### src/rtl/flappy_pkg.sv
// Shared screen geometry and game-state encoding for the bird stage, pipe field and renderer.
package flappy_pkg;

   localparam int SCREEN_W  = 640;
   localparam int SCREEN_H  = 480;
   localparam int BIRD_SIZE = 16;

   typedef enum logic [1:0] {
      IDLE  = 2'd0,
      RUN   = 2'd1,
      CHECK = 2'd2,
      OVER  = 2'd3
   } state_e;

endpackage

### src/rtl/lfsr9.sv
// 9-bit Fibonacci LFSR, x^9 + x^5 + 1, free-running every clock.
module lfsr9 (
   input  logic       clock,
   input  logic       reset,
   input  logic [8:0] seed,
   output logic [8:0] q
);

   logic [8:0] q_q;
   logic [8:0] q_d;

   always_comb begin
      q_d = {q_q[7:0], q_q[8] ^ q_q[4]};
   end

   always_ff @(posedge clock) begin
      if (!reset) q_q <= seed;
      else        q_q <= q_d;
   end

   assign q = q_q;

endmodule

### src/rtl/pipe_field.sv
// Two scrolling pipe obstacles with random gaps, collision detection and score keeping.
//
// state | meaning
// IDLE  | pipes parked at start positions, waiting for game_state
// RUN   | scrolling on each unpaused tick
// CHECK | one clock: recycle, score and collide using the moved pipes
// OVER  | everything frozen until game_state drops
module pipe_field
   import flappy_pkg::*;
#(
   parameter int         PIPE_W       = 52,
   parameter int         GAP_H        = 120,
   parameter int         GAP_MIN      = 60,
   parameter int         PIPE_SPACING = 320,
   parameter int         SCROLL_SPEED = 2,
   parameter logic [8:0] LFSR_SEED    = 9'h1A5
) (
   input  logic       clock,
   input  logic       reset,
   input  logic       tick,
   input  logic       pause,
   input  logic       game_state,
   input  logic [7:0] bird_x,
   input  logic [8:0] bird_y,
   output logic [9:0] pipe0_x,
   output logic [8:0] pipe0_gap_y,
   output logic [9:0] pipe1_x,
   output logic [8:0] pipe1_gap_y,
   output logic       collision,
   output logic       score_inc,
   output logic [9:0] current_score,
   output logic [9:0] highest_score
);

   localparam logic [9:0]  X0_RST    = 10'(SCREEN_W + PIPE_W);
   localparam logic [9:0]  X1_RST    = 10'(SCREEN_W + PIPE_W + PIPE_SPACING);
   localparam logic [8:0]  GAP_RST   = 9'(GAP_MIN + 120);
   localparam logic [9:0]  SPEED     = 10'(SCROLL_SPEED);
   localparam logic [9:0]  SPACING   = 10'(PIPE_SPACING);
   localparam logic [10:0] HSPAN     = 11'(BIRD_SIZE + PIPE_W);
   localparam logic [9:0]  BSIZE     = 10'(BIRD_SIZE);
   localparam logic [9:0]  GAPH      = 10'(GAP_H);
   localparam logic [9:0]  CEIL_Y    = 10'(SCREEN_H - BIRD_SIZE);
   localparam logic [9:0]  SCORE_MAX = 10'd999;

   state_e           state_q, state_d;
   logic [1:0][9:0]  px_q, px_d;
   logic [1:0][8:0]  gap_q, gap_d;
   logic [9:0]       cur_q, cur_d;
   logic [9:0]       hi_q, hi_d;
   logic             coll_q, coll_d;
   logic             inc_q, inc_d;

   logic [8:0]  lfsr_q;
   logic        unused_lfsr_msb;
   logic [8:0]  gap_rand;

   lfsr9 u_lfsr (
      .clock (clock),
      .reset (reset),
      .seed  (LFSR_SEED),
      .q     (lfsr_q)
   );

   assign unused_lfsr_msb = lfsr_q[8];
   assign gap_rand        = 9'(GAP_MIN) + {1'b0, lfsr_q[7:0]};

   logic [10:0] bx_w;
   logic [9:0]  by_w;
   logic [1:0]  overlap, outside, passed;
   logic [1:0]  n_pass;
   logic [10:0] score_sum;
   logic [9:0]  cur_next;
   logic        hit;

   assign bx_w = {3'b000, bird_x};
   assign by_w = {1'b0, bird_y};

   // All compares are widened so bird_x+BIRD_SIZE+PIPE_W and gap_y+GAP_H never wrap.
   always_comb begin
      overlap = '0;
      outside = '0;
      passed  = '0;
      for (int i = 0; i < 2; i++) begin
         overlap[i] = (bx_w < {1'b0, px_q[i]}) && ((bx_w + HSPAN) > {1'b0, px_q[i]});
         outside[i] = (by_w < {1'b0, gap_q[i]}) || ((by_w + BSIZE) > ({1'b0, gap_q[i]} + GAPH));
         passed[i]  = (({1'b0, px_q[i]} + {1'b0, SPEED}) > bx_w) && ({1'b0, px_q[i]} <= bx_w);
      end
      n_pass    = {1'b0, passed[0]} + {1'b0, passed[1]};
      score_sum = {1'b0, cur_q} + {9'd0, n_pass};
      cur_next  = (score_sum > {1'b0, SCORE_MAX}) ? SCORE_MAX : score_sum[9:0];
      hit       = (|(overlap & outside)) || (bird_y == '0) || (by_w >= CEIL_Y);
   end

   always_comb begin
      state_d = state_q;
      px_d    = px_q;
      gap_d   = gap_q;
      cur_d   = cur_q;
      hi_d    = hi_q;
      coll_d  = coll_q;
      inc_d   = 1'b0;
      case (state_q)
         IDLE: begin
            px_d   = {X1_RST, X0_RST};
            gap_d  = {GAP_RST, GAP_RST};
            coll_d = 1'b0;
            if (game_state) begin
               state_d = RUN;
               cur_d   = '0;
            end
         end
         RUN: begin
            if (!game_state) begin
               state_d = IDLE;
            end else if (tick && !pause) begin
               for (int i = 0; i < 2; i++) begin
                  px_d[i] = (px_q[i] >= SPEED) ? (px_q[i] - SPEED) : '0;
               end
               state_d = CHECK;
            end
         end
         CHECK: begin
            // Pipe0 wins if both reach the left edge on the same check.
            if (px_q[0] <= SPEED) begin
               px_d[0]  = px_q[1] + SPACING;
               gap_d[0] = gap_rand;
            end else if (px_q[1] <= SPEED) begin
               px_d[1]  = px_q[0] + SPACING;
               gap_d[1] = gap_rand;
            end
            if (n_pass != 2'd0) begin
               inc_d = 1'b1;
               cur_d = cur_next;
               if (cur_next > hi_q) hi_d = cur_next;
            end
            if (hit) begin
               coll_d  = 1'b1;
               state_d = OVER;
            end else begin
               state_d = RUN;
            end
         end
         OVER: begin
            if (!game_state) begin
               state_d = IDLE;
               coll_d  = 1'b0;
            end
         end
         default: state_d = IDLE;
      endcase
   end

   always_ff @(posedge clock) begin
      if (!reset) begin
         state_q <= IDLE;
         px_q    <= {X1_RST, X0_RST};
         gap_q   <= {GAP_RST, GAP_RST};
         cur_q   <= '0;
         hi_q    <= '0;
         coll_q  <= 1'b0;
         inc_q   <= 1'b0;
      end else begin
         state_q <= state_d;
         px_q    <= px_d;
         gap_q   <= gap_d;
         cur_q   <= cur_d;
         hi_q    <= hi_d;
         coll_q  <= coll_d;
         inc_q   <= inc_d;
      end
   end

   assign pipe0_x       = px_q[0];
   assign pipe1_x       = px_q[1];
   assign pipe0_gap_y   = gap_q[0];
   assign pipe1_gap_y   = gap_q[1];
   assign collision     = coll_q;
   assign score_inc     = inc_q;
   assign current_score = cur_q;
   assign highest_score = hi_q;

endmodule

### config.mk
export PLATFORM = sky130hd
export DESIGN_NAME = pipe_field
export DESIGN_NICKNAME = d
export VERILOG_FILES = /design/src/rtl/flappy_pkg.sv /design/src/rtl/lfsr9.sv /design/src/rtl/pipe_field.sv
export SDC_FILE = /design/constraint.sdc
export NUM_CORES = 1
export LEC_CHECK = 0
export CORE_ASPECT_RATIO = 1.5
export CORE_MARGIN = 2
export CORE_UTILIZATION = 57
export CTS_CLUSTER_SIZE = 28
export DETAILED_ROUTE_END_ITERATION = 12
export GPL_TIMING_DRIVEN = 1
export PLACE_DENSITY_LB_ADDON = 0.2
export REMOVE_ABC_BUFFERS = 1
export SYNTH_ARGS = -nofsm -noshare
export SYNTH_HDL_FRONTEND = slang
export SYNTH_SLANG_ARGS = --single-unit
### constraint.sdc
create_clock -name clock -period 8.47 [get_ports clock]
set_input_delay 0.847 -clock clock [delete_from_list [all_inputs] [get_ports clock]]
set_output_delay 0.847 -clock clock [all_outputs]
set_load 0.02 [all_outputs]
==> impl_metrics.env, run 1 <==
export IMPL_fp_dieH_um=136
export IMPL_cts_sinks=71
export IMPL_clk_pin_slew_ps=50
export IMPL_leakagePower_nw=3.34
export IMPL_fin_util_pct=68.2
export IMPL_synthDistinctLibCells=77
export IMPL_tightest_slew_ps=1010
export IMPL_cts_made_buffers=9
export IMPL_synthArstFlopShare_pct=0
export IMPL_hold_slack_ps=476
export IMPL_fin_crit_sh_pct=84.5
export IMPL_syn2layout_area_growth_pct=18.3
export IMPL_antenna_found_initial=0
export IMPL_power_density_nw_per_um2=149
export IMPL_grt_first_pass_wirelength_um=32100
export IMPL_status="complete, no violations"
export IMPL_peakVddDrop_v=0.000148
export IMPL_drc=0
export IMPL_die_area_um2=12400
export IMPL_yosysWarnings=0
export IMPL_wl_per_cell_um=19.0
export IMPL_wirelength_um=19800
export IMPL_die_w_um=91.7
export IMPL_synth_edff_count=0
export IMPL_drive_gt1_share_pct=5.17
export IMPL_grt_start_max_net_pins=50
export IMPL_critical_path_required_ps=8730
export IMPL_fmax_mhz=140
export IMPL_cts_tree="done"
export IMPL_io_pins=82
export IMPL_grt_overflow=0
export IMPL_final_cell_mix="ha_1 (112), nand2_1 (96), clkdlybuf4s50_1 (80)"
export IMPL_hold_violations=0
export IMPL_vias_per_cell=6.13
export IMPL_path_class="in -> reg"
export IMPL_total_power_mw=1.16
export IMPL_crit_arrival_ps=7410
export IMPL_ys_ff_latch=71
export IMPL_grt_pass1_vias=6560
export IMPL_setup_viol=0
export IMPL_clockBufferDepth=2
export IMPL_cts_resized=0
export IMPL_num_rows=48
export IMPL_ys_dominant_reg_cell="dfxtp_1"
export IMPL_dp_hpwl_um=15300
export IMPL_port_buffers=81
export IMPL_clock_latency_ps=340
export IMPL_final_common_cell="ha_1"
export IMPL_cts_hold_buffers_added=0
export IMPL_fp_coreArea_um2=11400
export IMPL_tns_ps=0
export IMPL_fillers=941
export IMPL_cp_max_fo=10
export IMPL_synthCells=821
export IMPL_startpoint_type="primary input"
export IMPL_postRouteAntennaNets=0
export IMPL_start_util_pct=57.7
export IMPL_htree_levels=3
export IMPL_grt_total_usage_pct=32.4
export IMPL_vias=6373
export IMPL_gp_congestion=1.02
export IMPL_ys_seq_area_share_pct=21.6
export IMPL_first_iter_violations=306
export IMPL_antennaDiodeCount=0
export IMPL_finClkSkew_ps=7.40
export IMPL_root_buffer="clkbuf_16"
export IMPL_relSlewSlack_pct=32.6
export IMPL_min_period_ps=7160
export IMPL_syn_area_per_cell_um2=8.01
export IMPL_finalMaxSlewViolations=0
export IMPL_nNetsFinal=1020
export IMPL_min_path_type="reg -> reg"
export IMPL_cts_setup_buffers=0
export IMPL_endpoint_kind="flip-flop"
export IMPL_syn_cell_area_um2=6580
export IMPL_rsz0062_at_grt="false"
export IMPL_drv_cap=0
export IMPL_firstDrtPassIters=5
-- stage by stage --
step	setup WS, ps	instances	area (um^2)
final	1310	1039	7790
after global routing	874	1039	7790
after CTS	1360	1039	7790
after detailed placement	1070	1024	7440
after global placement	1420	1024	7440
after floorplan	2340	788	6410
-- synth_stat cells (14+ instances only) --
| master | instances | share of area [%] |
|---|---|---|
| a22oi_1 | 14 | 1.6 |
| nand3_1 | 32 | 2.4 |
| mux2i_1 | 17 | 2.6 |
| nor2_1 | 57 | 3.3 |
| a21oi_1 | 44 | 3.3 |
| ha_1 | 112 | 21 |
| nand2_1 | 96 | 5.5 |
| nor3_1 | 16 | 1.2 |
| o21ai_0 | 31 | 2.4 |
| xnor2_1 | 34 | 4.5 |
| a21o_1 | 14 | 1.6 |
| inv_1 | 68 | 3.9 |
| dfxtp_1 | 71 | 22 |
| nand4_1 | 20 | 1.9 |
| clkbuf_1 | 19 | 1.1 |
-- routing by layer --
layer	global-route usage, %	vias to the layer above	part of all wire (%)
met5	0	-	0
met4	20.7	0	5.8
met3	3.78	72	4.0
met2	61.6	210	53
met1	33.0	3017	37
li1	-	3074	-
-- where the power goes --
part | switching, mW | total [mW] | internal (mW)
clock | 0.143 | 0.437 | 0.294
sequential | 0.0357 | 0.385 | 0.349
combinational | 0.198 | 0.337 | 0.139
-- flip-flops by register name (all words and copies together), names as in the netlist --
name and cells:
collision 1, u_lfsr.q 9, current_score 10, highest_score 10, score_inc 1, pipe0_gap_y 9, pipe1_gap_y 9, pipe1_x 10
state_q 2, pipe0_x 10
-- worst max-delay path, cell delays in order --
cell	delay, ps
clkdlybuf4s50_1	510
inv_1	130
ha_1	400
nor2b_1	160
o21a_1	160
o21a_1	160
o21a_1	160
o21a_1	150
o21ai_0	140
a21o_1	160
a21oi_1	130
ha_1	330
ha_1	220
fa_1	510
nand3_1	150
xor2_1	270
nand2_1	80
a21oi_1	400
nand2_1	190
ha_1	340
nand4_1	180
nor4b_4	340
o41ai_2	140
a211oi_2	840
mux2i_1	290
-- cells by family after synthesis --
kind of cell,Yosys count,share of synthesized area (%)
AOI/OAI and AO/OA,195,20.7
muxes,19,2.93
xor gates and xnor gates,46,6.12
DFF,71,21.6
buffers and inverters,101,6.46
adders and majority gates,113,21.6
and+or+nand+nor,276,20.6
-- layout make-up --
class                   count  area, um^2  area share (%)
clock buffers              10         239            3.07
clock inverters             5         106            1.37
inverters                  68         255            3.28
multi-input cells         649        4730            60.8
flip-flops and latches     71        1420            18.3
well taps                 150         188            2.41
repair buffers             86         843            10.8
-- path summary, 6_finish.rpt --
check / slack, ps / depth (start not counted) / startpoint / endpoint
worst min-delay path: 480 / 2 / highest_score[8]$_SDFFE_PN0P_ / highest_score[8]$_SDFFE_PN0P_
worst max-delay path: 1310 / 25 / bird_x[1] / highest_score[7]$_SDFFE_PN0P_
worst max register to register: 1580 / 24 / pipe0_x[1]$_SDFFE_PN0P_ / highest_score[7]$_SDFFE_PN0P_
worst min register to register: 480 / 2 / highest_score[8]$_SDFFE_PN0P_ / highest_score[8]$_SDFFE_PN0P_
Note: power is estimated with default switching activity, not from simulation.
==> run 2: changes to the inputs <==
==> constraint.sdc (replaced) <==
create_clock -name clock -period 6.6 [get_ports clock]
set_input_delay 0.66 -clock clock [delete_from_list [all_inputs] [get_ports clock]]
set_output_delay 0.66 -clock clock [all_outputs]
set_load 0.02 [all_outputs]
==> impl_metrics.env, run 2 (synthesis gave the netlist of run 1 again) <==
export IMPL_setup_viol=0
export IMPL_whs_path_depth=2
export IMPL_final_cell_mix="ha_1 (112), nand2_1 (96), clkdlybuf4s50_1 (80)"
export IMPL_port_buffers=81
export IMPL_design_area_um2=7750
export IMPL_finalMaxSlewViolations=0
export IMPL_num_rows=48
export IMPL_crit_arrival_ps=6430
export IMPL_min_period_ps=6210
export IMPL_grt_first_pass_wirelength_um=32100
export IMPL_dp_hpwl_um=15500
export IMPL_r2r_cells=26
export IMPL_highest_layer="met4"
export IMPL_fp_dieH_um=136
export IMPL_path_class="in -> reg"
export IMPL_max_stage_delay_ps=510
export IMPL_fillers=966
export IMPL_clockBufferDepth=2
export IMPL_fmax_mhz=161
export IMPL_grt_overflow=0
export IMPL_cts_tree="done"
export IMPL_clock_latency_ps=340
export IMPL_drc=0
export IMPL_drive_gt1_share_pct=5.93
export IMPL_peakVddDrop_v=0.000197
export IMPL_tightest_slew_ps=998
export IMPL_dp_slack_ps=-87.8
export IMPL_route_met2_wl_um=10300
export IMPL_r2r_slack_ps=780
export IMPL_wl_met1_um=7330
export IMPL_whs_endpoint="u_lfsr.q[0]$_SDFF_PN1_"
export IMPL_cp_max_fo=10
export IMPL_startpoint_type="primary input"
export IMPL_cts_hold_buffers_added=0
export IMPL_fin_crit_sh_pct=94.1
export IMPL_wl_per_cell_um=19.0
export IMPL_hold_violations=0
export IMPL_gp_congestion=1.01
export IMPL_wl_met3_um=798
export IMPL_seqCellArea_um2=1420
export IMPL_min_path_type="reg -> reg"
export IMPL_multi_input_area_um2=4740
export IMPL_grt_total_usage_pct=32.5
export IMPL_instances_no_fill=1044
export IMPL_postRouteAntennaNets=0
export IMPL_relSlewSlack_pct=33.3
export IMPL_cts_made_buffers=9
export IMPL_critical_path_required_ps=6820
export IMPL_cts_sinks=71
export IMPL_grt_start_max_net_pins=50
export IMPL_start_util_pct=57.7
export IMPL_vias=6466
export IMPL_status="complete, no violations"
export IMPL_first_iter_violations=311
export IMPL_die_w_um=91.7
export IMPL_fp_coreArea_um2=11400
export IMPL_power_density_nw_per_um2=177
export IMPL_setup_slack_ps=389
export IMPL_antennaDiodeCount=0
export IMPL_htree_levels=3
export IMPL_leakagePower_nw=3.32
export IMPL_io_pins=82
export IMPL_placed_area_um2=7480
export IMPL_final_common_cell="ha_1"
export IMPL_cp_slowest_cell="clkdlybuf4s50_1"
export IMPL_wirelength_um=19900
export IMPL_grt_pass1_vias=6548
export IMPL_rsz0062_at_grt="false"
export IMPL_fin_util_pct=67.9
export IMPL_finClkSkew_ps=11.6
export IMPL_worstReg2RegEnd="highest_score[5]$_SDFFE_PN0P_"
export IMPL_endpoint_kind="flip-flop"
export IMPL_die_area_um2=12400
export IMPL_total_power_mw=1.37
export IMPL_critPathBufInv=3
export IMPL_antenna_found_initial=0
export IMPL_firstDrtPassIters=5
export IMPL_hold_start="u_lfsr.q[8]$_SDFF_PN1_"
export IMPL_critical_path_top_delay_family="compound AO/OA/AOI/OAI gates"
export IMPL_syn2layout_area_growth_pct=17.8
export IMPL_dp_cells=1029
export IMPL_vias_per_cell=6.19
export IMPL_clk_pin_slew_ps=60
export IMPL_nNetsFinal=1025
export IMPL_root_buffer="clkbuf_16"
export IMPL_timing_rr_start="pipe0_x[1]$_SDFFE_PN0P_"
export IMPL_drv_cap=0
==> run 2: cell count changes in the layout (fill, tap and decap cells not counted), sizes merged <==
cell	change
bufinv	-3
clkbuf	-1
buf	+5
clkinv	+3
clkinvlp	+1
==> run 2: area by class of cell <==
| cell class | instances | area share, % |
|---|---|---|
| Clock buffer | 9 | 2.91 |
| Multi-Input combinational cell | 649 | 61.2 |
| Inverter | 68 | 3.29 |
| Timing Repair Buffer | 91 | 11.4 |
| Clock inverter | 6 | 0.501 |
| Tap cell | 150 | 2.42 |
| Sequential cell | 71 | 18.3 |
==> run 2: per-stage QoR <==
step | hold WS [ps] | TNS (ps)
2_1_floorplan | 430 | 0
3_3_place_gp | 460 | 0
3_5_place_dp | 462 | -770
4_1_cts | 477 | 0
5_1_grt | 503 | 0
6_report | 472 | 0
==> run 2: worst max-delay path by stage <==
stage / startpoint / to / slack [ps] / cells after the start
2_1_floorplan: pipe1_x[1]$_SDFFE_PN0P_ / highest_score[0]$_SDFFE_PN0P_ / 560 / 25
3_3_place_gp: bird_x[1] / highest_score[6]$_SDFFE_PN0P_ / 220 / 26
3_5_place_dp: bird_x[1] / highest_score[1]$_SDFFE_PN0P_ / -90 / 27
4_1_cts: bird_x[1] / highest_score[1]$_SDFFE_PN0P_ / 240 / 27
5_1_grt: bird_x[1] / highest_score[9]$_SDFFE_PN0P_ / 40 / 26
6_report: bird_x[1] / highest_score[5]$_SDFFE_PN0P_ / 390 / 27
==> run 2: repair_timing <==
action                                  in CTS  in global routing
endpoints found under the setup margin       0                 10
gates resized for setup                      0                  2
buffers inserted                             0                  0
endpoints found under the hold margin        0                  0
==> run 2: tightest hold or removal path: stages, from the launching register on <==
cell and delay (ps):
dfxtp_1 320, xnor2_1 60, nand2_1 60
==> run 2: per-layer routing <==
metal,vias up,global-route usage (%)
li1,3072,-
met3,95,4.06
met4,0,22.5
met2,231,60.0
met5,-,0
met1,3068,33.7
==> run 2: power breakdown <==
| group | switching (mW) | leakage [nW] | total (mW) | internal, mW |
|---|---|---|---|---|
| clock network | 0.186 | 0.127 | 0.437 | 0.250 |
| logic | 0.264 | 2.62 | 0.446 | 0.182 |
| registers | 0.0371 | 0.578 | 0.485 | 0.448 |
| total | 0.488 | 3.32 | 1.37 | 0.881 |
==> run 3: changes to the inputs <==
--- a/config.mk
+++ b/config.mk
@@ -5,9 +5,12 @@
 export SDC_FILE = /design/constraint.sdc
 export NUM_CORES = 1
 export LEC_CHECK = 0
+export ABC_CLOCK_PERIOD_IN_PS = 6600
+export CELL_PAD_IN_SITES_DETAIL_PLACEMENT = 0
+export CELL_PAD_IN_SITES_GLOBAL_PLACEMENT = 2
 export CORE_ASPECT_RATIO = 1.5
 export CORE_MARGIN = 2
-export CORE_UTILIZATION = 57
+export CORE_UTILIZATION = 34
 export CTS_CLUSTER_SIZE = 28
 export DETAILED_ROUTE_END_ITERATION = 12
 export GPL_TIMING_DRIVEN = 1
==> impl_metrics.env, run 3 (synthesis gave the netlist of run 1 again) <==
export IMPL_fp_dieH_um=174
export IMPL_total_power_mw=1.49
export IMPL_grt_first_pass_wirelength_um=34800
export IMPL_grt_pass1_vias=6617
export IMPL_drv_cap=0
export IMPL_placed_area_um2=7650
export IMPL_fillers=1964
export IMPL_clk_pin_slew_ps=60
export IMPL_share_comb_of_total_power_pct=30.7
export IMPL_endpoint_kind="flip-flop"
export IMPL_port_buffers=81
export IMPL_cts_sinks=71
export IMPL_clockBufferDepth=2
export IMPL_leakagePower_nw=3.38
export IMPL_drc=0
export IMPL_syn2layout_area_growth_pct=21.3
export IMPL_start_util_pct=34.5
export IMPL_status="complete, no violations"
export IMPL_path_class="in -> reg"
export IMPL_drive_gt1_share_pct=6.44
export IMPL_p_switching_mw=0.511
export IMPL_vias_per_cell=5.44
export IMPL_hold_violations=0
export IMPL_gp_congestion=0.881
export IMPL_dp_hpwl_um=17500
export IMPL_peakVddDrop_v=0.000143
export IMPL_cp_slowest_cell="clkdlybuf4s50_1"
export IMPL_setup_viol=0
export IMPL_crit_arrival_ps=6430
export IMPL_vias=6294
export IMPL_fin_crit_sh_pct=93.5
export IMPL_max_stage_delay_ps=510
export IMPL_relSlewSlack_pct=30.1
export IMPL_first_iter_violations=295
export IMPL_final_cell_mix="ha_1 (112), nand2_1 (96), clkdlybuf4s50_1 (80)"
export IMPL_rsz0062_at_grt="false"
export IMPL_root_buffer="clkbuf_16"
export IMPL_cts_made_buffers=9
export IMPL_wl_per_cell_um=19.1
export IMPL_design_area_um2=7980
export IMPL_critical_path_required_ps=6860
export IMPL_final_common_cell="ha_1"
export IMPL_min_path_type="reg -> reg"
export IMPL_postRouteAntennaNets=0
export IMPL_finalMaxSlewViolations=0
export IMPL_grt_overflow=0
export IMPL_grt_total_usage_pct=21.5
export IMPL_critPathBufInv=3
export IMPL_cts_tree="done"
export IMPL_antenna_found_initial=0
export IMPL_finClkSkew_ps=5.54
export IMPL_hold_slack_ps=475
export IMPL_nNetsFinal=1030
export IMPL_io_pins=82
export IMPL_p_int_mw=0.975
export IMPL_fp_coreArea_um2=19100
export IMPL_tns_ps=0
export IMPL_htree_levels=3
export IMPL_die_w_um=118
export IMPL_sequentialPowerShare_pct=32.4
export IMPL_firstDrtPassIters=4
export IMPL_clock_latency_ps=340
export IMPL_fin_util_pct=41.8
export IMPL_power_density_nw_per_um2=186
export IMPL_cp_max_fo=10
export IMPL_fmax_mhz=162
export IMPL_num_rows=62
export IMPL_min_period_ps=6170
export IMPL_grt_start_max_net_pins=50
export IMPL_antennaDiodeCount=0
export IMPL_wirelength_um=22100
export IMPL_critical_path_top_delay_family="compound AO/OA/AOI/OAI gates"
export IMPL_p_clk_share_pct=36.8
export IMPL_startpoint_type="primary input"
export IMPL_switching_share_pct=34.4
export IMPL_die_area_um2=20500
export IMPL_tightest_slew_ps=1050
[run 3: stage by stage]
step	std cells	setup slack, ps
6_report	1156	432
5_1_grt	1156	69.9
4_1_cts	1156	308
3_5_place_dp	1140	-26.0
3_3_place_gp	1140	136
2_1_floorplan	788	562
[run 3: power groups by stage]
stage	Combinational (mW)	Clock (mW)	Sequential, mW
2_1_floorplan	0.263	0	0.504
3_3_place_gp	0.449	0	0.492
3_5_place_dp	0.454	0	0.492
4_1_cts	0.457	0.563	0.482
6_report	0.457	0.548	0.482
5_1_grt	0.504	0.580	0.486
[run 3: per-layer routing]
layer / wire length [um] / track usage [%] / vias up / share of wire (%)
met5: 0 / 0 / - / 0
met2: 11600 / 41.2 / 157 / 53
met4: 1270 / 13.4 / 0 / 5.8
met3: 672 / 2.76 / 55 / 3.0
met1: 8540 / 21.9 / 2981 / 39
li1: - / - / 3101 / -
[run 3: final cells by class]
class | instances | area, um^2 | share of cell area (%)
multi-input cells | 649 | 4740 | 59.3
repair buffers | 96 | 918 | 11.5
well taps | 256 | 320 | 4.01
clock inverters | 6 | 92.6 | 1.16
flip-flops and latches | 71 | 1420 | 17.8
inverters | 68 | 255 | 3.20
clock buffers | 10 | 239 | 2.99
[run 3: worst reg2reg max path, stage by stage (launching register included)]
cell	delay, ps
dfxtp_1	310
inv_1	290
ha_1	340
ha_1	330
o21a_1	120
o21a_1	160
o21a_1	160
o21a_1	150
o21ai_0	140
a21o_1	150
a21oi_1	70
ha_1	330
ha_1	230
fa_1	460
nand3_1	130
xor2_1	250
nand2_1	100
a21oi_2	260
nand2_1	160
ha_1	330
nand4_1	160
nor4b_4	330
o41ai_2	120
a211oi_2	190
buf_4	250
mux2i_1	220
[run 3: path summary, 6_finish.rpt]
check	start	slack [ps]	depth (start not counted)	to
setup / recovery	bird_x[1]	430	26	highest_score[1]$_SDFFE_PN0P_
hold / removal	highest_score[2]$_SDFFE_PN0P_	480	2	highest_score[2]$_SDFFE_PN0P_
setup reg to reg	pipe0_x[1]$_SDFFE_PN0P_	760	25	highest_score[1]$_SDFFE_PN0P_
hold reg to reg	highest_score[2]$_SDFFE_PN0P_	480	2	highest_score[2]$_SDFFE_PN0P_
[run 3: repair_timing]
action                                  in CTS  in global routing
resized for setup                            0                  1
hold buffers                                 0                  0
endpoints found under the setup margin       0                 10
setup buffers                                0                  0
hold endpoints to repair                     0                  0
